[src/rtl/gctr_pkg.sv]
// Shared definitions for the GCTR block scheduler and the GHASH/GCM controllers:
// FSM state encoding, block width, counter increment and final-block byte masking.
package gctr_pkg;

  localparam int BLOCK_WIDTH = 128;

  typedef enum logic [2:0] {
    ST_IDLE = 3'd0,
    ST_LOAD = 3'd1,
    ST_REQ  = 3'd2,
    ST_WAIT = 3'd3,
    ST_EMIT = 3'd4,
    ST_FIN  = 3'd5
  } gctr_state_e;

  // Increment the low 32-bit word modulo 2^32; the upper 96 bits never see a carry.
  function automatic logic [BLOCK_WIDTH-1:0] inc32(input logic [BLOCK_WIDTH-1:0] cb);
    logic [31:0] lo;
    lo = cb[31:0] + 32'd1;
    return {cb[BLOCK_WIDTH-1:32], lo};
  endfunction

  // Zero bytes nbytes..15 of a block (byte 0 is the MSB byte); nbytes==0 keeps all 16.
  function automatic logic [BLOCK_WIDTH-1:0] mask_tail(input logic [BLOCK_WIDTH-1:0] blk,
                                                       input logic [3:0]             nbytes);
    logic [BLOCK_WIDTH-1:0] r;
    r = blk;
    if (nbytes != 4'd0) begin
      for (int i = 0; i < BLOCK_WIDTH / 8; i++) begin
        if (i >= int'(nbytes)) begin
          r[BLOCK_WIDTH-1-8*i -: 8] = 8'h00;
        end
      end
    end
    return r;
  endfunction

endpackage

[src/rtl/gctr_tail_mask.sv]
// Combine a data block with its keystream and, on the final block of a message,
// clear the bytes beyond the valid tail length.
module gctr_tail_mask
  import gctr_pkg::*;
(
  input  logic [BLOCK_WIDTH-1:0] i_data,
  input  logic [BLOCK_WIDTH-1:0] i_keystream,
  input  logic [3:0]             i_last_bytes,
  input  logic                   i_is_last,
  output logic [BLOCK_WIDTH-1:0] o_result
);

  logic [BLOCK_WIDTH-1:0] w_xor;
  logic [3:0]             w_nbytes;

  assign w_xor    = i_data ^ i_keystream;
  // Non-final blocks are always full, so they are passed through unmasked.
  assign w_nbytes = i_is_last ? i_last_bytes : 4'd0;
  assign o_result = mask_tail(w_xor, w_nbytes);

endmodule

[src/rtl/gctr_block_sched.sv]
// GCTR sequencer: streams data blocks through one shared AES core, one counter
// block at a time, and emits data ^ E(K, CB) on the output stream.
//
// state | meaning
// IDLE  | waiting for start; configuration latched on start
// LOAD  | accepting the next data block (in_ready=1)
// REQ   | presenting the counter block to the core (aes_req_valid=1)
// WAIT  | waiting for the single-cycle keystream pulse
// EMIT  | presenting the result block (out_valid=1) until accepted
// FIN   | one-cycle done pulse, then back to IDLE
module gctr_block_sched #(
  parameter int CNT_WIDTH   = 16,
  parameter int BLOCK_WIDTH = 128
) (
  input  logic                   clk,
  input  logic                   rst,
  input  logic                   start,
  input  logic [BLOCK_WIDTH-1:0] icb_in,
  input  logic [CNT_WIDTH-1:0]   num_blocks,
  input  logic [3:0]             last_bytes,
  output logic                   busy,
  output logic                   done,
  input  logic                   in_valid,
  output logic                   in_ready,
  input  logic [BLOCK_WIDTH-1:0] in_data,
  output logic                   aes_req_valid,
  input  logic                   aes_req_ready,
  output logic [BLOCK_WIDTH-1:0] aes_req_block,
  input  logic                   aes_resp_valid,
  input  logic [BLOCK_WIDTH-1:0] aes_resp_data,
  output logic                   out_valid,
  input  logic                   out_ready,
  output logic [BLOCK_WIDTH-1:0] out_data,
  output logic                   out_last
);

  import gctr_pkg::*;

  gctr_state_e            r_state;
  logic [BLOCK_WIDTH-1:0] r_cb;
  logic [BLOCK_WIDTH-1:0] r_data;
  logic [BLOCK_WIDTH-1:0] r_out_data;
  logic [CNT_WIDTH-1:0]   r_remaining;
  logic [3:0]             r_tail;
  logic                   r_busy;
  logic                   r_done;
  logic                   r_in_ready;
  logic                   r_req_valid;
  logic                   r_out_valid;
  logic                   r_out_last;

  logic                   w_is_last;
  logic [BLOCK_WIDTH-1:0] w_result;

  assign w_is_last = (r_remaining == CNT_WIDTH'(1));

  gctr_tail_mask u_tail_mask (
    .i_data       (r_data),
    .i_keystream  (aes_resp_data),
    .i_last_bytes (r_tail),
    .i_is_last    (w_is_last),
    .o_result     (w_result)
  );

  // Message sequencing with all handshake outputs registered alongside the state.
  always_ff @(posedge clk or posedge rst) begin
    if (rst) begin
      r_state     <= ST_IDLE;
      r_cb        <= '0;
      r_data      <= '0;
      r_out_data  <= '0;
      r_remaining <= '0;
      r_tail      <= '0;
      r_busy      <= 1'b0;
      r_done      <= 1'b0;
      r_in_ready  <= 1'b0;
      r_req_valid <= 1'b0;
      r_out_valid <= 1'b0;
      r_out_last  <= 1'b0;
    end else begin
      case (r_state)
        ST_IDLE: begin
          if (start) begin
            r_cb        <= icb_in;
            r_remaining <= num_blocks;
            r_tail      <= last_bytes;
            r_busy      <= 1'b1;
            if (num_blocks == '0) begin
              r_done  <= 1'b1;
              r_state <= ST_FIN;
            end else begin
              r_in_ready <= 1'b1;
              r_state    <= ST_LOAD;
            end
          end
        end

        ST_LOAD: begin
          if (in_valid) begin
            r_data      <= in_data;
            r_in_ready  <= 1'b0;
            r_req_valid <= 1'b1;
            r_state     <= ST_REQ;
          end
        end

        ST_REQ: begin
          if (aes_req_ready) begin
            r_req_valid <= 1'b0;
            r_state     <= ST_WAIT;
          end
        end

        ST_WAIT: begin
          if (aes_resp_valid) begin
            r_out_data  <= w_result;
            r_out_last  <= w_is_last;
            r_out_valid <= 1'b1;
            r_state     <= ST_EMIT;
          end
        end

        ST_EMIT: begin
          if (out_ready) begin
            r_out_valid <= 1'b0;
            r_out_last  <= 1'b0;
            r_remaining <= r_remaining - CNT_WIDTH'(1);
            r_cb        <= inc32(r_cb);
            if (w_is_last) begin
              r_done  <= 1'b1;
              r_state <= ST_FIN;
            end else begin
              r_in_ready <= 1'b1;
              r_state    <= ST_LOAD;
            end
          end
        end

        ST_FIN: begin
          r_done  <= 1'b0;
          r_busy  <= 1'b0;
          r_state <= ST_IDLE;
        end

        default: begin
          r_state     <= ST_IDLE;
          r_busy      <= 1'b0;
          r_done      <= 1'b0;
          r_in_ready  <= 1'b0;
          r_req_valid <= 1'b0;
          r_out_valid <= 1'b0;
          r_out_last  <= 1'b0;
        end
      endcase
    end
  end

  assign busy          = r_busy;
  assign done          = r_done;
  assign in_ready      = r_in_ready;
  assign aes_req_valid = r_req_valid;
  // The counter only advances in EMIT, so it is stable for the whole request.
  assign aes_req_block = r_cb;
  assign out_valid     = r_out_valid;
  assign out_data      = r_out_data;
  assign out_last      = r_out_last;

endmodule

[config.mk]
export PLATFORM = sky130hd
export DESIGN_NAME = gctr_block_sched
export DESIGN_NICKNAME = d
export VERILOG_FILES = /design/src/rtl/gctr_pkg.sv /design/src/rtl/gctr_tail_mask.sv /design/src/rtl/gctr_block_sched.sv
export SDC_FILE = /design/constraint.sdc
export NUM_CORES = 1
export LEC_CHECK = 0
export CORE_AREA = 2 2 265 267
export DETAILED_ROUTE_END_ITERATION = 8
export DIE_AREA = 0 0 267 269
export GPL_ROUTABILITY_DRIVEN = 0
export GPL_TIMING_DRIVEN = 0
export SYNTH_ARGS = -nofsm -noshare
export SYNTH_HDL_FRONTEND = slang
export SYNTH_SLANG_ARGS = --single-unit
[constraint.sdc]
create_clock -name clk -period 16.3 [get_ports clk]
set_clock_uncertainty 0.05 [all_clocks]
set_input_delay 3.26 -clock clk [delete_from_list [all_inputs] [get_ports clk]]
set_output_delay 3.26 -clock clk [all_outputs]
set_load 0.02 [all_outputs]
==> reports/qor.yml <==
status: "finished clean"
drtIter0Drc: 1227
fmax_mhz: 177.8
port_buffers: 672
crit_fanout: 10
io-pin-count: 673
yosys-top-cells-area: "dfrtp_1, nand2_1, mux2_1, xnor2_1, a22o_1"
hp-class: "flop to flop"
cts-htree-levels: 2
cts_tree: "yes"
crit_top_cell: "nand2_1"
die_h_um: 269
clock-root-buffer: "clkbuf_16"
final_max_slew_viol_count: 0
grt_pass1_vias: 16310
vias: 15950
areaGrowthSynthToFinish_pct: 53.50
syn_area_um2: 18050
r2r-start: "r_remaining[11]$_DFFE_PP0P_"
cap_violations: 0
setup_viol: 0
grt_pass1_wl_um: 103400
synth-seq-cells: 413
clock-sinks: 413
rsz0062_at_grt: "false"
layout_min_cycle_time_ps: 5625
coreArea_um2: 69300
synth-main-ff-cell: "dfrtp_1"
fin_nets: 2838
max_stage_delay_ps: 740
clockBufferDepth: 3
path_cells: "clkdlybuf4s50_1, nand2_1, a211o_1, nor2_1, clkbuf_1, nand2_1, nand2_1"
synth.top_cell.area_share: 0.5727
track_usage: 0.1908
synthesis.nets: 2111
cts_hold_buffers: 0
min_from: "aes_req_block[127]$_DFFE_PP0P_"
min_path_cells: 2
fin_setup_tns_ps: 0
seq_area_frac_synth: 0.5727
relSlewSlack: 0.2735
syn_inst: 1697
worst_pin_slew_ps: 1090
area.sequential_um2: 10330
async_flop_share: 1.000
die_width_um: 267
cp_num_buf_inv: 2
viasPerCell: 4.676
yosys.area.top_type: "dfrtp_1"
ir_drop_v: 0.0001037
cp_data_arrival_time_ps: 6100
synth_edf_count: 0
drt-pass1-iter-count: 7
yosys_warnings: 0
crit_path_end_kind: "flop"
rows: 97
r2r_end: "out_data[100]$_DFFE_PP0P_"
drc_errors: 0
die_area_um2: 71820
fill_cells: 6718
total_power_mw: 5.332
crit_slowest_cell: "nor2_1"
multiInputGateArea_um2: 7313
antenna_found_initial: 12
grt_max_degree: 129
start_util: 0.2604
cts_resized: 0
routed_wl_um: 71520
synth_cell_types: 66
crit_required_ps: 16780
avgRoutedWirePerCell_um: 20.96
avgSynthCellArea_um2: 10.63
crit_type: "primary input to flop"
insertion_delay_ps: 600
hold_viol: 0
postCtsSetupRepairBufs: 0
ant_nets: 0
final_core_util: 0.3997
overflow: 0
period_share: 0.3451
crit_family: "simple AND/OR/NAND/NOR gates"
hpwl_um: 54930
ff2ff_setup_slack_ps: 13460
numCtsBuffers: 50
whs_ps: 419.4
power.density_nw_per_um2: 192.5
min_delay_worst_endpoint: "aes_req_block[127]$_DFFE_PP0P_"
leakagePower_nw: 11.69
clk_pin_slew_ps: 60
start_kind: "primary input"
drive_gt1_frac: 0.05238
reg2regPathDepth: 6
==> cell usage after synthesis, drive strengths merged (6+ instances only) <==
cell type,count
clkbuf,61
a21oi,46
nand2,431
buf,28
a2bb2oi,6
nor4,9
dfrtp,413
or3,7
o31ai,18
a22o,48
nor2,58
and3,16
xnor2,97
a311oi,6
mux2,132
inv,10
nor3,31
xor2,34
o22ai,17
nand4,14
nand3,39
o21ai,103
==> placed cells by master (no fill, tap or decap), types with 9 or more instances in the layout <==
cell type / count
a21oi_1: 46
a22o_1: 48
and3_1: 16
buf_2: 21
clkbuf_1: 72
clkbuf_16: 50
clkbuf_8: 10
clkdlybuf4s50_1: 672
clkinv_2: 10
dfrtp_1: 413
diode_2: 9
mux2_1: 128
nand2_1: 431
nand3_1: 37
nand4_1: 13
nor2_1: 58
nor3_1: 28
o21ai_0: 21
o21ai_1: 80
o22ai_1: 17
o31ai_1: 17
xnor2_1: 97
xor2_1: 34
==> layer usage <==
metal	global-route usage	vias to the layer above	wire length, um
met5	0	-	68
met4	0.07820	10	2679
met3	0.04347	149	4789
met2	0.3171	627	34810
met1	0.2398	7887	29170
li1	-	7281	-
==> power breakdown <==
group | internal (mW) | total (mW) | switching (mW)
registers | 1.52 | 1.88 | 0.362
clock network | 0.648 | 1.12 | 0.476
logic | 1.07 | 2.32 | 1.25
==> worst reg2reg max path, delay by kind of cell, from the launching register on <==
family          cells  cell delay [ps]
compound gates      1              160
buf+inv             1              490
simple gates        4             1570
flops               1              440
==> cells by family after synthesis <==
logic type,Yosys count,synth area share
xor+xnor,131,0.06358
buf+inv,99,0.02205
flops,413,0.5727
fa+ha+maj,3,0.002080
simple gates,635,0.1534
mux,135,0.08403
compound gates,281,0.1021
==> worst max-delay path by stage <==
| stage | to | depth (start not counted) | start | slack, ps |
|---|---|---|---|---|
| floorplan | aes_req_block[0]$_DFFE_PP0P_ | 1 | rst | 1500 |
| global placement | r_data[18]$_DFFE_PP0P_ | 2 | rst | -4010 |
| detailed placement | aes_req_block[58]$_DFFE_PP0P_ | 7 | out_ready | 10100 |
| CTS | aes_req_block[58]$_DFFE_PP0P_ | 7 | out_ready | 10730 |
| global route | aes_req_block[58]$_DFFE_PP0P_ | 7 | out_ready | 10560 |
| finish | aes_req_block[58]$_DFFE_PP0P_ | 7 | out_ready | 10670 |
==> state kept, by name (all words and copies together), names as in the netlist <==
signal and flops:
aes_req_block 128, out_data 128, r_data 128, r_remaining 16
r_tail 4, r_state 3, aes_req_valid 1, busy 1
done 1, in_ready 1, out_last 1, out_valid 1
==> per-stage QoR <==
stage	worst slack, ps	instance area (um2)	cells
floorplan	1497	18050	1697
global placement	-4008	25950	3309
detailed placement	10100	26040	3312
CTS	10730	27680	3403
global route	10560	27700	3410
finish	10670	27700	3412
==> layout make-up <==
class / instances / share of cell area
Tap cell: 940 / 0.04246
Sequential cell: 413 / 0.3731
Timing Repair Buffer: 675 / 0.2458
Clock buffer: 71 / 0.05163
Inverter: 10 / 0.001626
Multi-Input combinational cell: 1185 / 0.2640
Antenna cell: 9 / 0.0008130
Clock inverter: 20 / 0.007543
Buffer: 89 / 0.01301
No activity file was read; power rests on OpenSTA's default activity.
